**src/rtl/vector_check_engine.sv**
```systemverilog
// Vector replay and compare engine: streams stored stimulus into a DUT,
// checks masked responses and reports error count, first failure and pass.
module vector_check_engine #(
    parameter int IN_W       = 2,
    parameter int OUT_W      = 1,
    parameter int DEPTH      = 32,
    parameter int AW         = 5,
    parameter int CNT_W      = 11,
    parameter int SETTLE_CYC = 1
) (
    input  logic                    clk,
    input  logic                    reset,
    input  logic                    load_en,
    input  logic [AW-1:0]           load_addr,
    input  logic [IN_W+2*OUT_W-1:0] load_data,
    input  logic [AW:0]             num_vec,
    input  logic                    stop_on_err,
    input  logic                    start,
    output logic [IN_W-1:0]         dut_in,
    input  logic [OUT_W-1:0]        dut_out,
    output logic                    busy,
    output logic                    done,
    output logic                    pass,
    output logic                    err_pulse,
    output logic [CNT_W-1:0]        err_cnt,
    output logic                    first_err_valid,
    output logic [AW-1:0]           first_err_idx
);

    localparam int VW = IN_W + 2 * OUT_W;
    localparam int SW = $clog2(SETTLE_CYC + 1);

    localparam logic [2:0] S_IDLE  = 3'd0;
    localparam logic [2:0] S_APPLY = 3'd1;
    localparam logic [2:0] S_WAIT  = 3'd2;
    localparam logic [2:0] S_CHECK = 3'd3;
    localparam logic [2:0] S_DONE  = 3'd4;

    localparam logic [AW:0] ONE_N = {{AW{1'b0}}, 1'b1};

    logic [VW-1:0]    mem_q [DEPTH];
    logic [VW-1:0]    rd_q;

    logic [2:0]       state_q, state_d;
    logic [AW-1:0]    idx_q, idx_d;
    logic [AW:0]      nvec_q, nvec_d;
    logic             stop_q, stop_d;
    logic [SW-1:0]    cnt_q, cnt_d;
    logic [OUT_W-1:0] exp_q, exp_d;
    logic [OUT_W-1:0] mask_q, mask_d;
    logic [IN_W-1:0]  din_q, din_d;
    logic             busy_q, busy_d;
    logic             done_q, done_d;
    logic             pass_q, pass_d;
    logic             errp_q, errp_d;
    logic [CNT_W-1:0] errc_q, errc_d;
    logic             fev_q, fev_d;
    logic [AW-1:0]    fei_q, fei_d;
    logic             mism;
    logic             last;

    assign mism = |((dut_out ^ exp_q) & mask_q);
    assign last = ({1'b0, idx_q} == (nvec_q - ONE_N));

    always_comb begin
        state_d = state_q;
        idx_d   = idx_q;
        nvec_d  = nvec_q;
        stop_d  = stop_q;
        cnt_d   = cnt_q;
        exp_d   = exp_q;
        mask_d  = mask_q;
        din_d   = din_q;
        busy_d  = busy_q;
        done_d  = done_q;
        pass_d  = pass_q;
        errp_d  = 1'b0;
        errc_d  = errc_q;
        fev_d   = fev_q;
        fei_d   = fei_q;
        unique case (state_q)
            S_IDLE, S_DONE: begin
                if (start) begin
                    nvec_d = num_vec;
                    stop_d = stop_on_err;
                    idx_d  = '0;
                    errc_d = '0;
                    fev_d  = 1'b0;
                    fei_d  = '0;
                    done_d = 1'b0;
                    pass_d = 1'b0;
                    if (num_vec == '0) begin
                        state_d = S_DONE;
                        done_d  = 1'b1;
                        pass_d  = 1'b1;
                    end else begin
                        state_d = S_APPLY;
                        busy_d  = 1'b1;
                    end
                end
            end
            S_APPLY: begin
                din_d   = rd_q[VW-1 -: IN_W];
                exp_d   = rd_q[2*OUT_W-1 -: OUT_W];
                mask_d  = rd_q[OUT_W-1:0];
                cnt_d   = SW'(SETTLE_CYC);
                state_d = S_WAIT;
            end
            S_WAIT: begin
                cnt_d = cnt_q - SW'(1);
                if (cnt_q == SW'(1)) state_d = S_CHECK;
            end
            S_CHECK: begin
                if (mism) begin
                    errc_d = (&errc_q) ? errc_q : errc_q + CNT_W'(1);
                    errp_d = 1'b1;
                    if (!fev_q) begin
                        fev_d = 1'b1;
                        fei_d = idx_q;
                    end
                end
                if ((mism && stop_q) || last) begin
                    state_d = S_DONE;
                    busy_d  = 1'b0;
                    done_d  = 1'b1;
                    pass_d  = (errc_d == '0);
                end else begin
                    idx_d   = idx_q + AW'(1);
                    state_d = S_APPLY;
                end
            end
            default: state_d = S_IDLE;
        endcase
    end

    always_ff @(posedge clk) begin
        if (reset) begin
            state_q <= S_IDLE;
            idx_q   <= '0;
            nvec_q  <= '0;
            stop_q  <= 1'b0;
            cnt_q   <= '0;
            exp_q   <= '0;
            mask_q  <= '0;
            din_q   <= '0;
            busy_q  <= 1'b0;
            done_q  <= 1'b0;
            pass_q  <= 1'b0;
            errp_q  <= 1'b0;
            errc_q  <= '0;
            fev_q   <= 1'b0;
            fei_q   <= '0;
        end else begin
            state_q <= state_d;
            idx_q   <= idx_d;
            nvec_q  <= nvec_d;
            stop_q  <= stop_d;
            cnt_q   <= cnt_d;
            exp_q   <= exp_d;
            mask_q  <= mask_d;
            din_q   <= din_d;
            busy_q  <= busy_d;
            done_q  <= done_d;
            pass_q  <= pass_d;
            errp_q  <= errp_d;
            errc_q  <= errc_d;
            fev_q   <= fev_d;
            fei_q   <= fei_d;
        end
    end

    // Read follows the next index so APPLY always sees the word for idx_q
    always_ff @(posedge clk) begin
        if (load_en && !busy_q) mem_q[load_addr] <= load_data;
        rd_q <= mem_q[idx_d];
    end

    assign dut_in          = din_q;
    assign busy            = busy_q;
    assign done            = done_q;
    assign pass            = pass_q;
    assign err_pulse       = errp_q;
    assign err_cnt         = errc_q;
    assign first_err_valid = fev_q;
    assign first_err_idx   = fei_q;

endmodule

```
**config.mk**
```make
export PLATFORM = sky130hd
export DESIGN_NAME = vector_check_engine
export DESIGN_NICKNAME = d
export VERILOG_FILES = /design/src/rtl/vector_check_engine.sv
export SDC_FILE = /design/constraint.sdc
export NUM_CORES = 1
export LEC_CHECK = 0
export BUFFER_PORTS_ARGS = -buffer_cell sky130_fd_sc_hd__buf_4
export CORE_ASPECT_RATIO = 0.7
export CORE_MARGIN = 3
export CORE_UTILIZATION = 30
export DETAILED_ROUTE_END_ITERATION = 10
export GPL_ROUTABILITY_DRIVEN = 0
export PLACE_DENSITY = 0.54
export SLEW_MARGIN = 15
export SYNTH_ARGS = -nofsm -noshare
export SYNTH_HDL_FRONTEND = slang
export SYNTH_SLANG_ARGS = --single-unit
```
**constraint.sdc**
```tcl
create_clock -name clk -period 3.1 [get_ports clk]
set_input_delay 0 -clock clk [delete_from_list [all_inputs] [get_ports clk]]
set_output_delay 0 -clock clk [all_outputs]
set_load 0.01 [all_outputs]
```
==> impl_results.md, run 1 <==
* # setup viols final at 0
* Clk buf depth at 2
* H-tree Lvls at 4
* Top-Level Pins at 44
* Routed len/inst at approximately 19 um
* Initial DRT Pass Iterations at 5
* Clock root buffer master: clkbuf_16
* Top FF cell, synth: edfxtp_1
* First-pass GRT wire length at 30460 um
* Max frequency at about 0.34 GHz
* DRC at 0
* Final Skew at 13.14 ps
* Power per cell area at 587.7 mW/mm^2
* Post-synth net total at 670
* I/O Buffers at 43
* Die Area at 0.02707 mm^2
* Max Cap Viol at 0
* Relative slew slack at a little over two fifths
* Initial DRC Count at 547
* Mapped Area at 0.007530 mm^2
* Via Count at between 5000 and 6000
* Worst Tran Pin Value at 845.7 ps
* Skew-Pair Late Insertion Delay at 430 ps
* Cells after Synth at 646
* HP Class: input port to register
* VDD IR max at 0.3205 mV
* Period utilisation layout at ~96%
* Initial Util at 31.15%
* Worst Path Buf+Inv at 2
* Post-synthesis sequential area ratio at 63.01%
* Post-synth EDFFs at 128
* Leakage power at 2.989 nW
* Row cnt at between 40 and 50
* CP peak stage delay at 400 ps
* Pre-CTS setup slack at 47.29 ps
* Dpl hpwl at 13330 um
* Min Tclk post-route at 2964 ps
* Crit Path Class: register to register
* Pin count of the biggest net entering global routing at 42
* Layout Nets at 741
* Fin. max-slew vios at 0
* Drt via density at 5.275
* Post-synth cell types at roughly 60
* Slowest CP cell: or4_1
* Gr ovfl total at 0
* Post-route ant nets at 0
* CP max FO at 7
* CTS Sinks at 173
* Commonest non-fill, non-tap cell in the layout: edfxtp_1
* Vias in the first global route at 5195
* CORE AREA at 0.02417 mm^2
* CTS tree: done
* CP delay by family, top: simple AND/OR/NAND/NOR gates
* Syn-to-layout area delta at 22.40%
* CP Data Arrival Time at 3320 ps
* Total negative slack at 0 ps
* Yosys warnings at 0
* Fillers at 2336
* Register area at 0.004745 mm^2
* Cts bufs inserted at 17
* Total GRT Usage at 14.36%
* Avg Cell Area, Syn at 11.66 um^2
* Setup crit start kind: register
* Final hold vios at 0
* Area taken by multi-input logic gates at 0.002615 mm^2
* RSZ-0062 raised after global routing: no
* Clk slew on worst S/H paths at about 70 ps
* Total Wirelength at around 20000 um
* Setup ws final at 136.0 ps
* Antenna violations before repair at 0
* Die Ht at 138.6 um
* Crit end category: register
* Die X at between 150 and 200 um
* FFs w/ async S/R, synth at 0%
* CP most frequent cell: buf_4
* Status: complete, no violations
* Worst EP required at between 3000 and 4000 ps
* Cell Chain, Critical Path: or3_4 -> or4_1 -> o211a_2 -> a21o_4 -> buf_4 -> nor3_2 -> buf_4 -> nor2_1 -> nor4_1 -> nand3_1 -> nand4_1
* Most frequent cells in the layout: edfxtp_1 (128), nor2_1 (79), buf_4 (71)
* Flops & latches, synth at 173
* Layout cells sized above 1 at a little under a fifth
==> metrics by stage <==
step / area, um^2 / hold slack [ps] / cells / power, mW / utilization, %
after CTS: 9062 / 5.192 / 1040 / 5.420 / 37.50
final: 9216 / 10.73 / 1049 / 5.416 / 38.13
after floorplan: 7530 / 71.61 / 646 / 3.066 / -
after global routing: 9214 / 4.516 / 1048 / 5.623 / 38.12
after detailed placement: 8353 / 268.9 / 997 / 3.303 / 34.56
after global placement: 8353 / 258.0 / 997 / 3.302 / 34.56
==> timing repair <==
| action | 4_1_cts | 5_1_grt |
|---|---|---|
| gates resized for setup | 0 | 5 |
| buffers inserted | 0 | 5 |
| endpoints found under the hold margin | 35 | 0 |
| endpoints found under the setup margin | 0 | 4 |
| hold buffers | 11 | 0 |
==> power by group <==
part | switching [mW] | internal, mW | total (mW)
registers | 0.0611 | 2.55 | 2.61
logic | 0.411 | 0.276 | 0.687
clock network | 1.04 | 1.08 | 2.12
total | 1.51 | 3.91 | 5.42
==> cell usage after synthesis, types with 13 or more instances <==
| master | number | area, um^2 |
|---|---|---|
| a211oi_1 | 56 | 420.4 |
| edfxtp_1 | 128 | 3844 |
| a21oi_1 | 33 | 165.2 |
| nor3_1 | 27 | 135.1 |
| buf_2 | 13 | 65.06 |
| o22ai_1 | 29 | 181.4 |
| nand2_1 | 40 | 150.1 |
| clkbuf_1 | 20 | 75.07 |
| o21ai_0 | 20 | 100.1 |
| nor2_1 | 79 | 296.5 |
| nand3_1 | 27 | 135.1 |
| nand4_1 | 13 | 81.33 |
| dfxtp_1 | 45 | 900.9 |
==> final timing paths <==
kind | cells past startpoint | startpoint | slack, ps | to
worst min register to register | 2 | done$_SDFFE_PP0P_ | 470 | done$_SDFFE_PP0P_
worst max-delay path | 11 | nvec_q[0]$_SDFFE_PP0P_ | 140 | rd_q[3]$_DFF_P_
worst min-delay path | 1 | load_data[3] | 10 | mem_q[5][3]$_DFFE_PP_
worst max register to register | 11 | nvec_q[0]$_SDFFE_PP0P_ | 140 | rd_q[3]$_DFF_P_
==> logic make-up after synthesis <==
logic type / share of synthesized area (%)
AOI/OAI and AO/OA: 14.82
xor gates and xnor gates: 1.047
adders and majority gates: 0.4986
buffers and inverters: 2.725
DFF: 63.01
muxes: 2.526
and+or+nand+nor: 15.37
==> registers in the layout (all words and copies together), names as in the netlist, 2 cells and up <==
signal         cells
dut_in             2
err_cnt           11
first_err_idx      5
idx_q              5
mem_q            128
nvec_q             6
rd_q               4
state_q            3
==> per-layer routing <==
layer	up-vias	wire length, um	GRT usage (%)
li1	2648	-	-
met1	2694	10300	22.28
met2	184	8404	20.04
met3	7	1288	4.080
met4	0	104	2.550
met5	-	0	0
==> final cells by class <==
| class | instances | area share [%] |
|---|---|---|
| clock buffer | 17 | 4.616 |
| tap | 318 | 4.317 |
| sequential | 173 | 51.48 |
| multi-input combinational | 429 | 28.37 |
| antenna | 1 | 0.02715 |
| clock inverter | 15 | 1.887 |
| timing repair buffer | 91 | 9.096 |
| inverter | 5 | 0.2036 |
No activity file was read; power rests on OpenSTA's default activity.
==> run 2, diff against run 1 <==
- PLACE_DENSITY: 0.54 -> 0.56
- clock period: 3.1 -> 2.7 ns (I/O delays scaled with it)
==> run 2 against run 1 <==
Against the previous run: via count up 4.4%; highest routed layer unchanged; the flow now finishes with violations (setup timing); clock power rose by 19%; register-to-register slack worse by 320 ps; global-route usage grew 0.89 points; largest cell class unchanged; maximum frequency up 2.9%; die area unchanged; clock skew is essentially flat; critical endpoint is now rd_q[1]$_DFF_P_; non-clock buffer count increased by 37; final cell count up 3.5%; core utilization increased by 2.8 points.
==> impl_results.md, run 2 (synthesis gave the netlist of run 1 again) <==
* Syn-to-layout area delta at 31.39% (was 22.40%)
* Post-route ant nets at 0 (unchanged)
* Hold_sp: load_addr[3] (was load_data[3])
* Row cnt at 47 (unchanged)
* Period utilisation layout at 106.7% (was 95.61%)
* N_diodes at 0 (was 1)
* Fin. max-slew vios at 0 (unchanged)
* VDD IR max at 0.4466 mV (was 0.3205 mV)
* CTS tree: done (unchanged)
* CP max FO at 10 (was 7)
* Initial Util at 31.15% (unchanged)
* I/O Buffers at 43 (unchanged)
* # setup viols final at 4 (was 0)
* Layout cells sized above 1 at 28.13% (was 18.36%)
* Number of flip-flops under the largest register name at 128 (unchanged)
* Die Ht at 138.6 um (unchanged)
* DRC at 0 (unchanged)
* Power per cell area at 648.0 mW/mm^2 (was 587.7 mW/mm^2)
* Failing checks: setup timing
* Final hold vios at 0 (unchanged)
* Vias in the first global route at 5450 (was 5195)
* Via Count at 5777 (was 5533)
* Final Skew at 13.11 ps (was 13.14 ps)
* Setup ws final at -181.4 ps (was 136.0 ps)
* Clock root buffer master: clkbuf_16 (unchanged)
* Min Tclk post-route at 2881 ps (was 2964 ps)
* H-tree Lvls at 4 (unchanged)
* Setup crit start kind: register (unchanged)
* RSZ-0062 raised after global routing: yes (was no)
* Crit Path Class: register to register (unchanged)
* Cts bufs inserted at 17 (unchanged)
* Hold Slack at 138.8 ps (was 10.73 ps)
* Layout Nets at 779 (was 741)
* Skew-Pair Late Insertion Delay at 440 ps (was 430 ps)
* Total GRT Usage at 15.25% (was 14.36%)
* Worst Tran Pin Value at 789.4 ps (was 845.7 ps)
* Max Cap Viol at 0 (unchanged)
* R2r startpoint: nvec_q[1]$_SDFFE_PP0P_ (was nvec_q[0]$_SDFFE_PP0P_)
* Status: complete, but fails checks (was complete, no violations)
* Dpl hpwl at 13420 um (was 13330 um)
* Routed len/inst at 19.49 um (was 19.16 um)
* Total Wirelength at 21170 um (was 20100 um)
* Gr ovfl total at 0 (unchanged)
* Crit end category: register (unchanged)
* First-pass GRT wire length at 32000 um (was 30460 um)
* Die Area at 0.02707 mm^2 (unchanged)
* Critical path origin: nvec_q[1]$_SDFFE_PP0P_ (was nvec_q[0]$_SDFFE_PP0P_)
* Worst EP required at 3070 ps (was 3460 ps)
* Relative slew slack at 46.97% (was 43.19%)
* Drt via density at 5.320 (was 5.275)
* Clk slew on worst S/H paths at 80 ps (was 70 ps)
* Leakage power at 3.271 nW (was 2.989 nW)
* Initial DRC Count at 609 (was 547)
* Commonest non-fill, non-tap cell in the layout: edfxtp_1 (unchanged)
* Power, Total at 6.411 mW (was 5.416 mW)
* Initial DRT Pass Iterations at 5 (unchanged)
* Top-Level Pins at 44 (unchanged)
* Biggest register: mem_q (unchanged)
* Most frequent cells in the layout: edfxtp_1 (128), buf_4 (95), nor2_1 (76) (was edfxtp_1 (128), nor2_1 (79), buf_4 (71))
* CP Data Arrival Time at 3260 ps (was 3320 ps)
* HP Class: input port to register (unchanged)
* Antenna violations before repair at 0 (unchanged)
* Die X at 195.4 um (unchanged)
* Pin count of the biggest net entering global routing at 42 (unchanged)
* Fillers at 2194 (was 2336)
* CTS Sinks at 173 (unchanged)
* Max frequency at 0.3471 GHz (was 0.3374 GHz)
* CORE AREA at 0.02417 mm^2 (unchanged)
* Clk buf depth at 2 (unchanged)
## run 2: cell count changes in the layout (fill, tap and decap cells not counted), sizes merged
| cell | before | now |
|---|---|---|
| clkinv | 8 | 7 |
| diode | 1 | 0 |
| dlygate4sd3 | 11 | 14 |
| clkinvlp | 2 | 0 |
| clkbuf | 20 | 19 |
| inv | 10 | 13 |
| buf | 77 | 112 |
| mux2 | 3 | 4 |
## run 2: worst paths after layout
check | end | slack (ps) | cells past startpoint
min reg2reg | stop_q$_SDFFE_PP0P_ | 460 | 2
min | mem_q[8][3]$_DFFE_PP_ | 140 | 3
max | rd_q[1]$_DFF_P_ | -180 | 11
max reg2reg | rd_q[1]$_DFF_P_ | -180 | 11
## run 2: critical path, cell delays in order, from the launching register on
cell      delay, ps
dfxtp_2         330
or3_4           400
or4_4           420
o211a_4         180
a21oi_4         180
mux2i_4         330
buf_6           200
buf_12          150
a211oi_2         70
nor3_1          210
nand4_1         220
nand4_1         140
## run 2: cell type report
type	instances	area [um^2]	share of cell area (%)
Multi-Input combinational cell	430	2913	29.44
Tap cell	318	397.9	4.022
Clock inverter	15	201.4	2.036
Clock buffer	17	425.4	4.300
Inverter	5	18.77	0.1897
Timing Repair Buffer	128	1189	12.01
Sequential cell	173	4748	48.00
## run 2: repair_timing
item | in CTS | in global routing
setup endpoints to repair | 4 | 5
gates resized for setup | 42 | 41
setup buffers | 11 | 7
hold buffers | 14 | 0
pin swaps | 19 | 29
endpoints found under the hold margin | 82 | 0
gates cloned | 5 | 3
## run 2: through the flow
stage          TNS, ps  util (%)  area [um^2]  setup WS, ps  instances
6_report        -624.2     40.93         9893        -181.4       1086
5_1_grt         -912.3     40.93         9893        -236.4       1086
4_1_cts         -492.7     40.00         9668        -130.9       1079
3_5_place_dp    -970.1     35.21         8511        -323.4       1018
3_3_place_gp    -935.5     35.21         8511        -341.3       1018
2_1_floorplan        0         -         7530         54.44        646
## run 2: where the power goes
part | internal, mW | leakage [nW] | switching, mW
clock network | 1.28 | 0.303 | 1.25
logic | 0.387 | 1.45 | 0.505
registers | 2.92 | 1.52 | 0.0631
total | 4.59 | 3.27 | 1.82
## run 2: layer usage
layer  vias to the layer above  track usage (%)  part of all wire [%]
li1                       2715                -                     -
met2                       218            20.34                    41
met1                      2823            23.96                    49
met3                        21            3.764                   7.8
met5                         -                0                     0
met4                         0            4.799                   1.6
